[src/rtl/cond_unit.sv]
// Conditional-execution unit: evaluates the condition field against the stored
// {Zero, Neg} flags and gates the control requests. Define COND_SKIP_COUNT_EN to build the squash counter.
module cond_unit #(
    parameter logic [1:0]  FLAG_RST = 2'b00,
    parameter int unsigned CNT_W    = 16
) (
    input  logic             clk,
    input  logic             reset,
    input  logic             valid_i,
    input  logic             stall_i,
    input  logic [3:0]       cond_i,
    input  logic             flag_write_i,
    input  logic [1:0]       alu_flags_i,
    input  logic             reg_write_i,
    input  logic             mem_write_i,
    input  logic             pc_src_i,
    output logic             reg_write_o,
    output logic             mem_write_o,
    output logic             pc_src_o,
    output logic             cond_ex_o,
    output logic [1:0]       flags_o,
    output logic [CNT_W-1:0] skip_cnt_o
);

    logic [1:0] flags_q;
    logic       zero;
    logic       neg;
    logic       cond_pass;
    logic       flag_upd;

    assign zero = flags_q[1];
    assign neg  = flags_q[0];

    // Condition decode uses the stored flags only; same-cycle ALU flags are never bypassed.
    always_comb begin
        cond_pass = 1'b0;
        case (cond_i)
            4'b0000: cond_pass = zero;
            4'b0001: cond_pass = ~zero;
            4'b0100: cond_pass = neg;
            4'b0101: cond_pass = ~neg;
            4'b1010: cond_pass = ~neg;
            4'b1011: cond_pass = neg;
            4'b1100: cond_pass = ~zero & ~neg;
            4'b1101: cond_pass = zero | neg;
            4'b1110: cond_pass = 1'b1;
            default: cond_pass = 1'b0;
        endcase
    end

    assign cond_ex_o   = valid_i & cond_pass;
    assign reg_write_o = reg_write_i & cond_ex_o;
    assign mem_write_o = mem_write_i & cond_ex_o;
    assign pc_src_o    = pc_src_i & cond_ex_o;

    assign flag_upd = cond_ex_o & flag_write_i & ~stall_i;

    always_ff @(posedge clk) begin
        if (!reset) begin
            flags_q <= FLAG_RST;
        end else if (flag_upd) begin
            flags_q <= alu_flags_i;
        end
    end

    assign flags_o = flags_q;

`ifdef COND_SKIP_COUNT_EN
    logic [CNT_W-1:0] skip_q;
    logic             squash;

    assign squash = valid_i & ~cond_ex_o & ~stall_i;

    // Free-running squash count; wraps silently at all-ones.
    always_ff @(posedge clk) begin
        if (!reset) begin
            skip_q <= '0;
        end else if (squash) begin
            skip_q <= skip_q + CNT_W'(1);
        end
    end

    assign skip_cnt_o = skip_q;
`else
    assign skip_cnt_o = '0;
`endif

endmodule

[config.mk]
export PLATFORM = sky130hd
export DESIGN_NAME = cond_unit
export DESIGN_NICKNAME = d
export VERILOG_FILES = /design/src/rtl/cond_unit.sv
export SDC_FILE = /design/constraint.sdc
export NUM_CORES = 1
export LEC_CHECK = 0
export CORE_AREA = 5 5 42 44
export CTS_CLUSTER_DIAMETER = 80
export DETAILED_ROUTE_END_ITERATION = 7
export DIE_AREA = 0 0 47 49
export PLACE_DENSITY_LB_ADDON = 0.1
export SYNTH_ARGS = -nofsm -noshare
export SYNTH_HDL_FRONTEND = slang
export SYNTH_SLANG_ARGS = --single-unit
[constraint.sdc]
create_clock -name clk -period 3.8 [get_ports clk]
set_input_delay 0.76 -clock clk [delete_from_list [all_inputs] [get_ports clk]]
set_output_delay 0.76 -clock clk [all_outputs]
set_load 0.005 [all_outputs]
==> metrics.md, run 1 <==
| Metric | Value |
|---|---|
| Clock skew | 0.002174 ns |
| Met2 global-route usage | 12.67% |
| WL final | 804 um |
| Cell Area, Synth | approximately 340 um2 |
| Setup TNS | 0 ns |
| Area share of the largest cell type after synthesis | 35.16% |
| Placed cell count | 85 |
| GRT Util Overall | 6.962% |
| Hold_buf cts | 0 |
| Largest delay share family, worst path | buffers and inverters |
| Post-route ant nets | 0 |
| Largest net degree at the start of global routing | 9 |
| Worst EP arrival | 2.68 ns |
| Most Crowded Layer GR | met2 |
| Place WS | 0.3400 ns |
| Grt met3 use | 1.107% |
| Post-route cell area | 510.5 um2 |
| Post-layout minimum cycle time | 3.438 ns |
| Status | finished, final reports clean |
| First-pass GRT wire length | 1159 um |
| Area of the die | 2303 um2 |
| Die width | 47 um |
| Post-CTS setup buffer count | 0 |
| Final hold violations | 0 |
| Leak | 0.2368 nW |
| Fill cells | 156 |
| Ports | 36 |
| CORE AREA | 1401 um2 |
| Maximum vdd drop | 131.8 uV |
| Routed via count | approximately 340 |
| Critical Path Source Type | primary input |
| Total CTS buffers | 3 |
| Hpwl dp | slightly below 700 um |
| Post-route worst setup slack | between 0.3 and 0.4 ns |
| Worst-Skew Late Latency | ~0.23 ns |
| Sink Count | 2 |
| Number of remaining DRC errors | 0 |
| Final #Nets | 88 |
| Synth Warn # | 0 |
| Top cell type by total area after synthesis | buf_4 |
| Non-filler cells, final | 88 |
| CTS root buf | clkbuf_4 |
| Post-Syn Instances | 51 |
| GR Util met1 | 6.127% |
| Vias in the first global route | 308 |
| PD cells | 202.6 nW/um2 |
| Max-cap viol count | 0 |
| Initial antenna violation count | 0 |
| Vias per cell | 3.875 |
| Inserted Diodes | 0 |
| Sequential share of the synthesized area | 11.72% |
| Initial Utilization | 24.38% |
| RSZ-0062 raised after global routing | false |
| Netlist cell types | 19 |
| Clock Pin Slew Worst Setup and Hold Paths | 0.03 ns |
| Synthesis-to-finish area growth | 49.45% |
| Worst path bufs/invs | 2 |
| Cell Rows | 14 |
| Post-CTS resize count | 0 |
| Dpl cell area | between 400 and 500 um2 |
| Synth area leaders | buf_4, dfxtp_1, inv_1, mux2i_1, nor2_1 |
| Drt pass-1 iters | 1 |
| Setup Viol. Count Final | 0 |
| CP max FO | 8 |
| Hold Path Class | reg2reg |
| WL/cell | 9.136 um |
| Crit-path slowest cell | clkdlybuf4s50_1 |
| Initial drt markers | 0 |
| Max reg flops | 2 |
| CP Cell Sequence | clkdlybuf4s50_1 > and3_2 > o21ai_0 > a31oi_1 > o21ai_0 > nor2_1 > clkdlybuf4s50_1 |
| H-tree lvl count | 1 |
| WP data required | 3.04 ns |
| CTS tree | built |
| GR Overflow Total | 0 |
| Crit. End Element | output pin |
| Die height | 49 um |
| Syn avg cell area | 6.698 um2 |
| Layout cells sized above 1 | 6.944% |
| Yosys reg bits | 2 |
| Count of input and output buffers | 19 |
| Crit path kind | in2out |
| Period utilization | 90.49% |
| Fmax | around 0.29 GHz |
| Final Max Slew Viols | 0 |
| RD Place Congestion | 0.5938 |
| Clock Path Buffers | 2 |
| Slowest Stage Delay on Critical Path | about 0.51 ns |
[worst paths after layout]
| kind | startpoint | end | slack (ns) | cells after the start |
|---|---|---|---|---|
| worst min register to register | flags_o[1] | flags_o[1] | 0.52 | 2 |
| worst max register to register | flags_o[0] | flags_o[0] | 2.40 | 5 |
| worst max-delay path | cond_i[2] | reg_write_o | 0.36 | 7 |
| worst min-delay path | flags_o[1] | flags_o[1] | 0.52 | 2 |
[layer usage]
layer / share of wire [%] / vias to the layer above / wire [um]
met3: 9.7 / 0 / 78
met4: 0 / 0 / 0
met5: 0 / - / 0
met2: 57 / 15 / 455
li1: - / 180 / -
met1: 34 / 146 / 270
[cell type report]
class / instances / area (um2) / area share (%)
sequential: 2 / 40.04 / 7.843
timing repair buffer: 19 / 190.2 / 37.25
tap: 16 / 20.02 / 3.922
multi-input combinational: 42 / 215.2 / 42.16
clock buffer: 3 / 22.52 / 4.412
inverter: 6 / 22.52 / 4.412
[layout by cell type, fill, tap and decap left out]
cell type	n
clkdlybuf4s50_1	19
conb_1	16
inv_1	6
nor2_1	5
nand2_1	4
o21ai_0	3
clkbuf_4	3
a31oi_1	2
mux2i_1	2
dfxtp_1	2
nand4b_1	1
nand3b_1	1
nor2b_1	1
a211oi_1	1
and3_2	1
nand3_1	1
and3b_1	1
nor3_1	1
o21ai_1	1
o2111a_2	1
[synth_stat cells (all sizes together)]
library cell / instances
nand3: 1
o2111a: 1
nor2b: 1
mux2i: 2
conb: 1
inv: 6
dfxtp: 2
a211oi: 1
nor2: 5
nand4b: 1
nor3: 1
a31oi: 2
nand2: 4
nand3b: 1
o21ai: 4
buf: 16
and3: 1
and3b: 1
[report_power, final]
group,switching (mW),internal [mW]
sequential,0.000601,0.0215
combinational,0.0137,0.0195
clock,0.0131,0.0349
total,0.0274,0.0760
[through the flow]
stage          hold slack [ns]  utilization (%)  total power, mW
5_1_grt                 0.5372            36.43           0.1124
2_1_floorplan           0.4868                -          0.04572
6_report                0.5207            36.43           0.1034
3_3_place_gp            0.5281            34.82          0.05576
4_1_cts                 0.5240            36.43           0.1075
3_5_place_dp            0.5166            34.82          0.05550
[tightest hold or removal path, delay by kind of cell, from the launching register on]
family           cells  cell delay (ns)
DFF                  1             0.34
and+or+nand+nor      1             0.07
muxes                1             0.06
[cell families (layout without fill, tap and decap cells)]
group | Yosys count | count (layout) | synth area share (%)
flops | 2 | 2 | 11.72
mux | 2 | 2 | 5.861
buf+inv | 22 | 28 | 41.76
compound gates | 8 | 8 | 15.38
other cells | 1 | 16 | 1.098
simple gates | 16 | 16 | 24.18
No activity file was read; power rests on OpenSTA's default activity.
==> run 2: changes to the inputs <==
--- a/config.mk
+++ b/config.mk
@@ -7,6 +7,7 @@
 export LEC_CHECK = 0
 export CORE_AREA = 5 5 42 44
 export CTS_CLUSTER_DIAMETER = 80
+export CTS_CLUSTER_SIZE = 20
 export DETAILED_ROUTE_END_ITERATION = 7
 export DIE_AREA = 0 0 47 49
 export PLACE_DENSITY_LB_ADDON = 0.1
==> results of run 2 <==
Same layout as run 1: the final DEF is identical, and so are final timing and power.
